## config.mk

```make
export PLATFORM = sky130hd
export DESIGN_NAME = data_memory_access_unit
export DESIGN_NICKNAME = d
export VERILOG_FILES = /design/src/rtl/data_memory_access_unit.sv
export SDC_FILE = /design/constraint.sdc
export NUM_CORES = 1
export LEC_CHECK = 0
export CORE_UTILIZATION = 44
export CTS_CLUSTER_SIZE = 25
export DETAILED_ROUTE_END_ITERATION = 8
export PLACE_DENSITY = 0.86
export SLEW_MARGIN = 20
export SYNTH_ARGS = -nofsm -noshare
export SYNTH_HDL_FRONTEND = slang
export SYNTH_SLANG_ARGS = --single-unit
```

## constraint.sdc

```tcl
create_clock -name CLK -period 2.2 [get_ports CLK]
set_clock_uncertainty 0.15 [all_clocks]
set_input_delay 0.55 -clock CLK [delete_from_list [all_inputs] [get_ports CLK]]
set_output_delay 0.55 -clock CLK [all_outputs]
set_load 0.02 [all_outputs]
```

## src/rtl/data_memory_access_unit.sv

```systemverilog
// MEM-stage load/store responder: req/ack handshake to data memory with lane steering,
// load extension, fault detection and a timeout. Optional one-word read buffer: DMAU_READ_BUFFER_EN.
module data_memory_access_unit #(
  parameter int unsigned TIMEOUT_CYCLES = 255
) (
  input  logic        CLK,
  input  logic        RESETn,
  input  logic [3:0]  mem_read,
  input  logic [2:0]  mem_write,
  input  logic [31:0] address,
  input  logic [31:0] write_data,
  output logic [31:0] read_data,
  output logic        busywait,
  output logic        mem_fault,
  output logic        mem_req,
  output logic        mem_we,
  output logic [31:0] mem_addr,
  output logic [3:0]  mem_be,
  output logic [31:0] mem_wdata,
  input  logic [31:0] mem_rdata,
  input  logic        mem_ack
);

  // The counter only has to reach TIMEOUT_CYCLES-1.
  localparam int unsigned CntW = (TIMEOUT_CYCLES > 1) ? $clog2(TIMEOUT_CYCLES) : 1;

  typedef enum logic [1:0] {StIdle, StAccess, StDone} state_e;

  state_e            state_q, state_d;
  logic [CntW-1:0]   cnt_q;
  logic [2:0]        f3_q;
  logic [1:0]        lane_q;
  logic              ld_q;

  logic              load_en, store_en, req_any;
  logic [1:0]        size;
  logic              reserved, misalign, fault_in, buf_hit, timeout;
  logic [3:0]        be_in;
  logic [31:0]       wdata_in;

  function automatic logic [31:0] extract(input logic [2:0]  f3,
                                          input logic [1:0]  lane,
                                          input logic [31:0] word);
    logic [31:0] shifted;
    logic [7:0]  b;
    logic [15:0] h;
    shifted = word >> {lane, 3'b000};
    b       = shifted[7:0];
    h       = lane[1] ? word[31:16] : word[15:0];
    case (f3)
      3'b000:  extract = {{24{b[7]}}, b};
      3'b001:  extract = {{16{h[15]}}, h};
      3'b100:  extract = {24'b0, b};
      3'b101:  extract = {16'b0, h};
      default: extract = word;
    endcase
  endfunction

  assign load_en  = mem_read[3];
  assign store_en = mem_write[2];
  assign req_any  = load_en | store_en;
  assign timeout  = (cnt_q == CntW'(TIMEOUT_CYCLES - 1));

  always_comb begin
    size     = 2'b00;
    reserved = 1'b0;
    if (load_en) begin
      size     = mem_read[1:0];
      reserved = (mem_read[1:0] == 2'b11) | (mem_read[2] & mem_read[1]);
    end else begin
      size     = mem_write[1:0];
      reserved = (mem_write[1:0] == 2'b11);
    end
    misalign = ((size == 2'b01) & address[0]) | ((size == 2'b10) & (address[1:0] != 2'b00));
    fault_in = reserved | misalign | (load_en & store_en);

    case (size)
      2'b00:   be_in = 4'b0001 << address[1:0];
      2'b01:   be_in = address[1] ? 4'b1100 : 4'b0011;
      2'b10:   be_in = 4'b1111;
      default: be_in = 4'b0000;
    endcase

    case (mem_write[1:0])
      2'b00:   wdata_in = {4{write_data[7:0]}};
      2'b01:   wdata_in = {2{write_data[15:0]}};
      default: wdata_in = write_data;
    endcase
  end

`ifdef DMAU_READ_BUFFER_EN
  logic        buf_valid_q;
  logic [29:0] buf_addr_q;
  logic [31:0] buf_word_q;

  assign buf_hit = load_en & ~store_en & ~fault_in & buf_valid_q &
                   (address[31:2] == buf_addr_q);

  always_ff @(posedge CLK or negedge RESETn) begin
    if (!RESETn) begin
      buf_valid_q <= 1'b0;
      buf_addr_q  <= '0;
      buf_word_q  <= '0;
    end else begin
      case (state_q)
        StIdle: if (req_any && fault_in) buf_valid_q <= 1'b0;
        StAccess: begin
          if (mem_ack) begin
            buf_valid_q <= ld_q;
            if (ld_q) begin
              buf_addr_q <= mem_addr[31:2];
              buf_word_q <= mem_rdata;
            end
          end else if (timeout) begin
            buf_valid_q <= 1'b0;
          end
        end
        default: ;
      endcase
    end
  end
`else
  assign buf_hit = 1'b0;
`endif

  always_ff @(posedge CLK or negedge RESETn) begin
    if (!RESETn) state_q <= StIdle;
    else         state_q <= state_d;
  end

  always_comb begin
    state_d = state_q;
    case (state_q)
      StIdle: begin
        if (req_any) state_d = (fault_in | buf_hit) ? StDone : StAccess;
      end
      StAccess: if (mem_ack || timeout) state_d = StDone;
      StDone:   state_d = StIdle;
      default:  state_d = StIdle;
    endcase
  end

  // Stall is combinational so the pipeline freezes in the same cycle the request appears.
  always_comb begin
    busywait = 1'b0;
    case (state_q)
      StIdle:   busywait = req_any;
      StAccess: busywait = 1'b1;
      default:  busywait = 1'b0;
    endcase
    busywait = busywait & RESETn;
  end

  always_ff @(posedge CLK or negedge RESETn) begin
    if (!RESETn) begin
      read_data <= '0;
      mem_fault <= 1'b0;
      mem_req   <= 1'b0;
      mem_we    <= 1'b0;
      mem_addr  <= '0;
      mem_be    <= '0;
      mem_wdata <= '0;
      cnt_q     <= '0;
      f3_q      <= '0;
      lane_q    <= '0;
      ld_q      <= 1'b0;
    end else begin
      case (state_q)
        StIdle: begin
          if (req_any) begin
            mem_we    <= store_en;
            mem_addr  <= {address[31:2], 2'b00};
            mem_be    <= be_in;
            mem_wdata <= wdata_in;
            f3_q      <= mem_read[2:0];
            lane_q    <= address[1:0];
            ld_q      <= load_en;
            cnt_q     <= '0;
            if (fault_in) begin
              mem_fault <= 1'b1;
              read_data <= '0;
            end else if (buf_hit) begin
              mem_fault <= 1'b0;
`ifdef DMAU_READ_BUFFER_EN
              read_data <= extract(mem_read[2:0], address[1:0], buf_word_q);
`endif
            end else begin
              mem_req <= 1'b1;
            end
          end
        end
        StAccess: begin
          if (mem_ack) begin
            mem_req   <= 1'b0;
            mem_fault <= 1'b0;
            read_data <= ld_q ? extract(f3_q, lane_q, mem_rdata) : 32'h0;
          end else if (timeout) begin
            mem_req   <= 1'b0;
            mem_fault <= 1'b1;
            read_data <= '0;
          end else begin
            cnt_q <= cnt_q + 1'b1;
          end
        end
        default: ;
      endcase
    end
  end

endmodule
```

# Word-level counts from Yosys, hierarchy flattened
# Index checks and enable logic that the tools add are counted.
dict set report word_totals {
  register_bits 117
  elab_cells 86
  inputBits 106
  output_inout_bits 104
}
dict set report classes {
  muxes 32
  n_bitwise 10
  n_reduce_logical 12
  n_shift 2
  addsub 1
  eq_ne 17
}
# operator count
set op_table {}
lappend op_table {{two-way mux 32 bit} 5}
lappend op_table {{one-hot mux 32 bit (2 select lines)} 2}
lappend op_table {{one-hot mux 32 bit (4 select lines)} 1}
lappend op_table {{>> shifter 32 x 5 -> 8 bit} 1}
lappend op_table {{two-way mux 8 bit} 3}
lappend op_table {{two-way mux 16 bit} 1}
lappend op_table {{one-hot mux 8 bit (2 select lines)} 1}
lappend op_table {{inequality test 2 bit (second input constant)} 6}
lappend op_table {{one-hot mux 4 bit (3 select lines)} 1}
lappend op_table {{AND reduction 4 bit} 3}
lappend op_table {{two-way mux 1 bit} 9}
lappend op_table {{adder 8 x 1 -> 8 bit (second input constant)} 1}
lappend op_table {{equality test 8 bit (second input constant)} 1}
lappend op_table {{two-way mux 2 bit} 4}
lappend op_table {{equality test 2 x 1 -> 1 bit (second input constant)} 3}
lappend op_table {{equality test 2 bit (second input constant)} 3}
lappend op_table {{equality test 3 bit (second input constant)} 2}
lappend op_table {{logical NOT 2 bit} 3}
lappend op_table {{one-hot mux 1 bit (2 select lines)} 3}
lappend op_table {{AND 1 bit} 5}
lappend op_table {{bitwise OR 1 bit} 5}
lappend op_table {{two-way mux 4 bit} 1}
lappend op_table {{one-hot mux 2 bit (2 select lines)} 1}
lappend op_table {{AND reduction 2 bit} 2}
lappend op_table {{other kinds (6)} 7}

# Logic depth before layout (Yosys ltp)
# Gate-level depths: netlist of the first run.
dict set report logic_depth {
  depth_word 9
  mapped_depth 7
  depth_no_buf 7
}

# Worst setup path before layout of the first run
# OpenSTA, ideal clock, no wires.
dict set report synth_path {
  kind {input -> output}
  start {input mem_read[3]}
  end {output busywait}
  n_path_buf 2
  path_slack_ns 0.087
  stages 5
  arrival_ns 1.413
  cell_sequence {buf_2 -> buf_4 -> nor3_1 -> nor2_1 -> and2_1}
}
dict set report synth_via {
  elab_chain_cells 3
}
# element line
set synth_lines {}
lappend synth_lines {{from (decl)} 8} ;# input logic [3:0] mem_read,
lappend synth_lines {{bitwise OR 1 bit} 61} ;# assign req_any = load_en | store_en;
lappend synth_lines {{one-hot mux 1 bit (2 select lines)} 146} ;# case (state_q)
lappend synth_lines {{AND 1 bit} 151} ;# busywait = busywait & RESETn;
lappend synth_lines {{to (decl)} 13} ;# output logic busywait,
# No other way between the ends.

# Worst setup path after layout of the first run
dict set report layout_path {
  start {input mem_read[0]}
  end {register read_data[2]}
}
dict set report layout_via {
  elab_chain_cells 8
  word_cells_on_any_way 13
}
# element line
set layout_lines {}
lappend layout_lines {{two-way mux 2 bit} 67} ;# if (load_en) begin
lappend layout_lines {{equality test 2 x 1 -> 1 bit or equality test 2 bit (tied branches)} 74} ;# misalign = ((size == 2'b01) & address[0]) | ((size == 2'b10) & (address[1:0] != 2'b00));
lappend layout_lines {{AND 1 bit} 74}
lappend layout_lines {{bitwise OR 1 bit} 74}
lappend layout_lines {{bitwise OR 1 bit (*) (2 in a row)} 75} ;# fault_in = reserved | misalign | (load_en & store_en);
lappend layout_lines {{inequality test 2 bit (no line) (*)} n/a}
lappend layout_lines {{AND reduction 4 bit (no line) (*)} n/a}
lappend layout_lines {{to (signal assigned)} 196} ;# read_data <= ld_q ? extract(f3_q, lane_q, mem_rdata) : 32'h0;
lappend layout_lines {{to (decl)} 12} ;# output logic [31:0] read_data,
# Every way passes the cells marked *; elsewhere a longest branch is shown, timed or not.
# A chain may end at the register's enable or synchronous reset.

==> impl_results.md, run 1 <==
- # DRC: 0
- Final Hold Fails: 0
- Area of the multi-input gates: 2430 um2
- CTS Buffer Depth: 2
- Die height: 114 um
- Sequential fraction of the synthesis area: 53.2%
- Cell mode on critical path: buf_4
- Final setup violation count: 0
- Tightest Pin Transition: 612 ps
- P&R area growth vs syn: 57.2%
- Fraction of layout cells with a size suffix above 1: 11.1%
- Final core utilization: 71.4%
- Core Region: 12100 um2
- CTS Buf Count: 17
- CP Launch Type: input port
- Placer Congestion: 0.949
- FILL cells: 898
- Core Rows: 40
- Maximum capacitance violations: 0
- DR vias/cell: 5.55
- IO Pins: 210
- Final worst slack: 64.3 ps
- Crit path kind: in -> reg
- Sequential Area: 2930 um2
- Grt total ovfl: 0
- Die area: 13000 um2
- All-layer global routing usage: 28.4%
- Cell taking the most area after synthesis: dfrtp_1
- CTS tree: yes
- Synthesized area: 5500 um2
- Critical Path Fanout Max: 7
- N_diodes: 0
- DR WL/cell: 17.9 um
- First-pass GRT wire length: 28.3 mm
- Period minus WS final: 2140 ps
- Crit path required time: 2350 ps
- Maximum clock rate: 468 MHz
- Post-Route WL: 17.9 mm
- DR iter-0 viols: 476
- CP Buf/Inv Count: 3
- Post-synthesis cell count: 578
- Die X: 114 um
- Non-filler cells, final: 997
- Nets: 926
- Pin count of the biggest net entering global routing: 118
- Cell-by-cell trace of the critical path: clkdlybuf4s50_1 -> and4b_1 -> nor3_1 -> buf_4 -> o21ai_4 -> o211ai_4 -> buf_4 -> a22o_1
- Leak Pwr: 3.97 nW
- Post-synth EDFFs: 0
- Root Driver: clkbuf_16
- Max-slew headroom: 59.2%
- Max-slew violation count: 0
- Post-synthesis async set-or-reset flop share: 100%
- Inst Count DP: 957
- Largest vdd supply drop: 0.000936 V
- Yosys cell types: 50
- Yosys top cell area share: 53.2%
- RSZ-0062 raised after global routing: no
- Setup slack at placement: -563 ps
- Worst-skew pair later-pin latency: 410 ps
- Initial antenna violation count: 0
- Syn_area_per_cell: 9.52 um2
- # port buffers: 207
- Starting Density: 45.4%
- Via count: 5534
- Status: finished, final reports clean
- Crit path DAT: 2280 ps
- Final Cycle Share: 97.1%
- CP delay by family, top: buffers and inverters
- Slowest stage delay, CP: 490 ps
- Total power: 12.2 mW
- Router iterations before antenna repair: 5
- Post-synth top flop: dfrtp_1
- FF+latch count, synth: 117
- Number of global-route vias before repair: 5576
- Leading post-synthesis cells by cell area: dfrtp_1 (53%), nand2_1 (12%), mux2i_1 (6.5%)
- Post-route ant nets: 0
- Final HPWL DP: 12.8 mm
- Pwr dens: 1410 nW/um2
- HP Class: in -> async
- Slowest stage cell on the critical path: clkdlybuf4s50_1
- Clk sink count: 117
- H-tree depth: 4
- Clock transition at path regs: 50 ps
- YS warnings: 0
- Worst setup EP type: flop
[state kept, by name, summed over array words and instances, names as in the netlist]
| name | count |
|---|---|
| cnt_q | 8 |
| f3_q | 3 |
| lane_q | 2 |
| ld_q | 1 |
| mem_addr | 30 |
| mem_be | 4 |
| mem_fault | 1 |
| mem_req | 1 |
| mem_wdata | 32 |
| mem_we | 1 |
| read_data | 32 |
| state_q | 2 |
[cells in the final DEF, fill, tap and decap left out, types with 4 or more instances in the layout]
cell type          n
inv_1              5
buf_12             7
dfrtp_1          117
clkbuf_16         17
a221o_1            8
nand2_1          172
o21ai_0           33
a21oi_1           29
nor3_1             9
o2bb2ai_1         17
a22o_1            11
clkdlybuf4s50_1  201
a221oi_1           7
clkbuf_8           4
clkbuf_1           4
o22ai_1            7
clkinv_2           5
and3_1            11
buf_4             43
mux2i_1           36
nand3_1            7
nor2_1            24
[area by class of cell]
| class | instances | area share [%] |
|---|---|---|
| timing repair buffer | 257 | 29.4 |
| inverter | 6 | 0.260 |
| multi-input combinational | 419 | 28.1 |
| clock inverter | 5 | 0.289 |
| tap | 168 | 2.43 |
| sequential | 117 | 33.9 |
| clock buffer | 25 | 5.73 |
[cell families after synthesis]
| logic type | share of synthesized area, % |
|---|---|
| and+or+nand+nor | 19.1 |
| AOI/OAI and AO/OA | 15.9 |
| muxes | 6.75 |
| other | 0.0682 |
| adders and majority gates | 0.455 |
| buffers and inverters | 3.68 |
| xor gates and xnor gates | 0.796 |
| DFF | 53.2 |
[final timing paths]
path | startpoint | end | slack, ps | depth (start not counted)
min | RESETn | read_data[31] | 130 | 2
min in group CLK | mem_addr[26] | mem_addr[26] | 330 | 2
max | mem_read[0] | read_data[2] | 60 | 8
max reg2reg | cnt_q[0] | cnt_q[0] | 100 | 8
max in group asynchronous | RESETn | mem_wdata[28] | 1340 | 2
min reg2reg | mem_addr[26] | mem_addr[26] | 330 | 2
[metal layers]
layer / wire, um / share of wire, % / global-route usage (%)
met1: 6930 / 39 / 34.7
met2: 8890 / 50 / 46.6
met3: 1120 / 6.3 / 6.16
met4: 932 / 5.2 / 16.7
met5: 0 / 0 / 0
[per-stage QoR]
| step | TNS (ps) | cell area (um2) | hold WS, ps |
|---|---|---|---|
| finish | 0 | 8650 | 127 |
| global route | 0 | 8650 | 172 |
| CTS | 0 | 8600 | 147 |
| detailed placement | -20060 | 8000 | 313 |
| global placement | -18000 | 8000 | 307 |
| floorplan | 0 | 5510 | 104 |
[cell usage after synthesis, types with 3 or more instances]
library cell / n
nand2_1: 172
dfrtp_1: 117
mux2i_1: 36
o21ai_0: 33
a21oi_1: 29
nor2_1: 24
clkbuf_1: 21
o2bb2ai_1: 17
buf_2: 12
a22o_1: 11
and3_1: 11
nor3_1: 10
a221o_1: 8
a221oi_1: 7
nand3_1: 7
o22ai_1: 7
inv_1: 5
buf_4: 4
nand2b_1: 3
nand4_1: 3
nor4_1: 3
xor2_1: 3
[report_power, final]
part / leakage, nW / switching (mW) / internal, mW
logic: 2.21 / 3.31 / 2.78
registers: 1.49 / 0.629 / 3.04
clock network: 0.263 / 0.906 / 1.53
total: 3.97 / 4.84 / 7.36
[what timing repair did]
| action | CTS | global route |
|---|---|---|
| endpoints found under the setup margin | 26 | 15 |
| resized for setup | 11 | 4 |
| buffers inserted | 5 | 4 |
| pin swaps | 6 | 3 |
| hold buffers | 0 | 0 |
| cloned | 1 | 0 |
Power figures use the tool's default switching activity.
==> inputs of run 2 (changes only) <==
--- a/config.mk
+++ b/config.mk
@@ -9,7 +9,9 @@
 export CTS_CLUSTER_SIZE = 25
 export DETAILED_ROUTE_END_ITERATION = 8
 export PLACE_DENSITY = 0.86
+export RECOVER_POWER = 50
 export SLEW_MARGIN = 20
 export SYNTH_ARGS = -nofsm -noshare
 export SYNTH_HDL_FRONTEND = slang
 export SYNTH_SLANG_ARGS = --single-unit
+export TNS_END_PERCENT = 10
==> constraint.sdc (replaced) <==
create_clock -name CLK -period 2.2 [get_ports CLK]
set_clock_uncertainty 0.15 [all_clocks]
set_input_delay 0.22 -clock CLK [delete_from_list [all_inputs] [get_ports CLK]]
set_output_delay 0.22 -clock CLK [all_outputs]
set_load 0.02 [all_outputs]
==> impl_results.md, run 2 (synthesized netlist as in run 1, its figures left out) <==
- CTS Buf Count: 17
- Placer Congestion: 0.944
- Root Driver: clkbuf_16
- Max-slew headroom: 31.3%
- DR WL/cell: 17.7 um
- Final Cycle Share: 94.7%
- Non-filler cells, final: 980
- Combinational share of power: 46.4%
- Fin Setup TNS: 0 ps
- Maximum capacitance violations: 0
- DR vias/cell: 5.37
- IO Pins: 210
- P&R area growth vs syn: 53.8%
- Starting Density: 45.4%
- Via count: 5264
- H-tree depth: 4
- # DRC: 0
- Slowest stage cell on the critical path: dfrtp_1
- P_int: 7.27 mW
- # port buffers: 207
- RSZ-0062 raised after global routing: no
- Nets: 907
- P_sw: 4.79 mW
- All-layer global routing usage: 27.4%
- Number of global-route vias before repair: 5349
- Sw frac: 39.7%
- CP delay by family, top: simple AND/OR/NAND/NOR gates
- CP Buf/Inv Count: 2
- Final core utilization: 69.9%
- Pin count of the biggest net entering global routing: 118
- Period minus WS final: 2080 ps
- Biggest regs: mem_wdata (32), read_data (32), mem_addr (30)
- Finished Cell Area: 8460 um2
- Total power: 12.1 mW
- Worst-skew pair later-pin latency: 410 ps
- Cell Area, Placed: 7870 um2
- Core Rows: 40
- Die X: 114 um
- Reg power frac: 30.5%
- Max-slew violation count: 0
- Critical Path Fanout Max: 7
- Final HPWL DP: 12.2 mm
- CP Launch Type: flop
- Cell-by-cell trace of the critical path: inv_1 -> ha_1 -> and3_1 -> a21o_1 -> buf_4 -> or3_1 -> nand3_1 -> o21ai_1
- First-pass GRT wire length: 27.4 mm
- Most frequent cells in the layout: clkdlybuf4s50_1 (182), nand2_1 (172), dfrtp_1 (117), mux2i_1 (36), o21ai_0 (33)
- Commonest non-fill, non-tap cell in the layout: clkdlybuf4s50_1
- Die height: 114 um
- CTS Buffer Depth: 2
- Clk sink count: 117
- N_diodes: 0
- Status: finished, final reports clean
- Core Region: 12100 um2
- Clock transition at path regs: 60 ps
- DR iter-0 viols: 471
- Fraction of layout cells with a size suffix above 1: 8.87%
- Crit path required time: 2340 ps
- Post-Route WL: 17.3 mm
- Die area: 13000 um2
- Grt total ovfl: 0
- Final setup violation count: 0
- CTS tree: yes
- Leak Pwr: 3.86 nW
- Final Hold Fails: 0
- Crit path kind: reg -> reg
- Slowest stage delay, CP: 420 ps
- Worst setup EP type: flop
- Initial antenna violation count: 0
- Maximum clock rate: 480 MHz
- Tightest Pin Transition: 1030 ps
- Post-route ant nets: 0
- Largest vdd supply drop: 0.000768 V
- Router iterations before antenna repair: 5
- Clk pwr share: 23.1%
- Inst Count DP: 945
- Pwr dens: 1420 nW/um2
- Crit path DAT: 2220 ps
- HP Class: in -> reg
run 2: through the flow:
step	setup slack, ps	hold slack (ps)
3_5_place_dp	-196	261
4_1_cts	34.6	175
5_1_grt	15.7	197
6_report	116	184
3_3_place_gp	-105	254
2_1_floorplan	293	-226
run 2: area by class of cell:
| class | count | area, um2 |
|---|---|---|
| well taps | 168 | 210 |
| repair buffers | 239 | 2310 |
| fillers | 894 | 3650 |
| multi-input cells | 418 | 2390 |
| inverters | 6 | 22.5 |
| clock buffers | 19 | 443 |
| flip-flops and latches | 117 | 2930 |
| clock inverters | 13 | 158 |
run 2: final timing paths:
path / endpoint / from / slack (ps) / cells past startpoint
worst max register to register: cnt_q[0] / cnt_q[0] / 120 / 8
worst min-delay path: mem_addr[26] / address[26] / 180 / 3
worst max-delay path: cnt_q[0] / cnt_q[0] / 120 / 8
max in group asynchronous: read_data[4] / RESETn / 570 / 3
min in group asynchronous: mem_addr[13] / RESETn / 650 / 3
worst min register to register: mem_addr[26] / mem_addr[26] / 320 / 2
run 2: worst min-delay path, stage by stage:
cell and delay [ps]:
clkdlybuf4s50_1 400, nand2_1 50, nand2_1 40
run 2: power by group through the flow:
stage,sequential (mW),clock [mW],combinational (mW)
after global placement,3.65,0,5.51
after global routing,3.78,2.92,6.01
after floorplan,4.53,0,2.13
after CTS,3.67,2.82,5.75
after detailed placement,3.67,0,5.67
final,3.68,2.79,5.59
run 2: metal layers:
metal	up-vias	part of all wire (%)	global-route usage (%)
li1	2457	-	-
met1	2459	39	34.0
met2	289	50	45.1
met3	59	7.1	5.74
met4	0	3.7	14.5
met5	-	0	0
run 2: repair_timing:
action | 4_1_cts | 5_1_grt
setup buffers | 2 | 0
hold buffers | 1 | 0
pin swaps | 1 | 0
hold endpoints to repair | 117 | 0
setup endpoints to repair | 17 | 3
resized for setup | 0 | 2
gates cloned | 0 | 0
==> inputs of run 3 (changes only) <==
--- a/config.mk
+++ b/config.mk
@@ -8,7 +8,7 @@
 export CORE_UTILIZATION = 44
 export CTS_CLUSTER_SIZE = 25
 export DETAILED_ROUTE_END_ITERATION = 8
-export PLACE_DENSITY = 0.86
+export PLACE_DENSITY = 0.8
 export RECOVER_POWER = 50
 export SLEW_MARGIN = 20
 export SYNTH_ARGS = -nofsm -noshare
==> impl_results.md, run 3 (synthesized netlist as in run 1, its figures left out) <==
- Clock transition at path regs: 50 ps
- # port buffers: 207
- N_diodes: 0
- Most frequent cells in the layout: clkdlybuf4s50_1 (189), nand2_1 (172), dfrtp_1 (117), mux2i_1 (36)
- Max-slew violation count: 0
- P&R area growth vs syn: 56.2%
- Final hold slack: 174 ps
- Slowest stage delay, CP: 420 ps
- Core Rows: 40
- DR WL/cell: 17.4 um
- CTS Buffer Depth: 2
- Crit path required time: 2380 ps
- Core Region: 12100 um2
- Crit path kind: reg -> reg
- Worst Hold End: mem_addr[11]
- Critical Path Fanout Max: 15
- IO Pins: 210
- Biggest regs: mem_wdata (32), read_data (32), mem_addr (30)
- CP delay by family, top: compound AO/OA/AOI/OAI gates
- DR vias/cell: 5.32
- DR iter-0 viols: 448
- First-pass GRT wire length: 27.5 mm
- Placer Congestion: 0.921
- Area of the multi-input gates: 2390 um2
- Starting Density: 45.4%
- Pin count of the biggest net entering global routing: 118
- Worst r2r src: cnt_q[1]
- Largest vdd supply drop: 0.000772 V
- Commonest non-fill, non-tap cell in the layout: clkdlybuf4s50_1
- Final HPWL DP: 12.4 mm
- Min-delay src: address[11]
- Final core utilization: 71.0%
- RSZ-0062 raised after global routing: no
- HP Class: in -> reg
- Final Cycle Share: 93.2%
- Leak Pwr: 3.92 nW
- Final Hold Fails: 0
- CTS Buf Count: 17
- H-tree depth: 4
- Setup slack at placement: -161 ps
- CP Launch Type: flop
- Root Driver: clkbuf_16
- Maximum capacitance violations: 0
- Router iterations before antenna repair: 5
- Period minus WS final: 2050 ps
- All-layer global routing usage: 27.8%
- Worst setup EP type: flop
- Critical R2R Capture: read_data[22]
- Die area: 13000 um2
- Max-slew headroom: 28.6%
- Via count: 5255
- Nets: 914
- Final worst slack: 150 ps
- Grt total ovfl: 0
- Reg2reg setup slack: 150 ps
- Sequential Area: 2930 um2
- Final setup violation count: 0
- Clk sink count: 117
- Die X: 114 um
- Fraction of layout cells with a size suffix above 1: 9.65%
- Slowest stage cell on the critical path: dfrtp_1
- Pwr dens: 1450 nW/um2
- Number of global-route vias before repair: 5416
- Maximum clock rate: 488 MHz
- # DRC: 0
- Finished Cell Area: 8590 um2
- R2R cell count: 6
- Initial antenna violation count: 0
- Setup crit start: cnt_q[1]
- Crit path DAT: 2230 ps
- Post-Route WL: 17.2 mm
- FILL cells: 947
- Worst-skew pair later-pin latency: 420 ps
- Post-route ant nets: 0
- Status: finished, final reports clean
- Tightest Pin Transition: 1070 ps
- CP Buf/Inv Count: 1
- Cell Area, Placed: 7910 um2
- Cell-by-cell trace of the critical path: ha_1 -> and3_1 -> a21o_1 -> o211ai_4 -> buf_4 -> o2bb2ai_1
- CTS tree: yes
- Hold depth: 3
- Die height: 114 um
## run 3: changes by cell type in the layout (fill, tap and decap cells not counted), sizes merged, moves of 2 or more
cell	previous run	this run
buf	29	37
clkdlybuf4s50	182	189
dlygate4sd3	24	17
bufinv	3	5
clkbuf	22	20
clkinvlp	4	2
## run 3: cell type report
type                       count  share of cell area (%)
inverter                       6                   0.262
multi-input combinational    418                    27.8
sequential                   117                    34.1
timing repair buffer         246                    27.9
clock inverter                14                    2.42
tap                          168                    2.45
clock buffer                  18                    5.11
## run 3: per-layer routing
layer / routed length, um / global-route usage [%] / vias to the layer above / part of all wire (%)
met2: 8810 / 47.4 / 183 / 51
met5: 0 / 0 / - / 0
li1: - / - / 2476 / -
met4: 448 / 11.6 / 0 / 2.6
met3: 1010 / 7.44 / 36 / 5.9
met1: 6930 / 33.5 / 2560 / 40
## run 3: worst max-delay path by stage
stage | end | cells after the start
detailed placement | read_data[22] | 8
global route | read_data[22] | 7
CTS | read_data[22] | 6
floorplan | cnt_q[6] | 7
finish | read_data[22] | 6
global placement | read_data[25] | 8
## run 3: power by group
part           internal [mW]  switching (mW)  leakage, nW
Combinational           2.57            3.19         2.11
Clock                   2.03           0.992        0.315
Sequential              3.04           0.637         1.49
Total                   7.64            4.82         3.92
## run 3: worst min-delay path, delay by kind of cell
| kind | cells | cell delay (ps) |
|---|---|---|
| buf+inv | 1 | 390 |
| simple gates | 2 | 90 |
## run 3: metrics by stage
| stage | cells | power (mW) | TNS, ps |
|---|---|---|---|
| after floorplan | 579 | 6.66 | 0 |
| after global placement | 948 | 9.24 | -2160 |
| after detailed placement | 948 | 9.41 | -3050 |
| after CTS | 981 | 12.5 | 0 |
| after global routing | 987 | 13.2 | 0 |
| final | 987 | 12.5 | 0 |
## run 3: what timing repair did
item,CTS,global route
buffers inserted,0,6
pin swaps,0,1
hold buffers,1,0
endpoints found under the hold margin,117,0
setup endpoints to repair,1,16
resized for setup,1,1
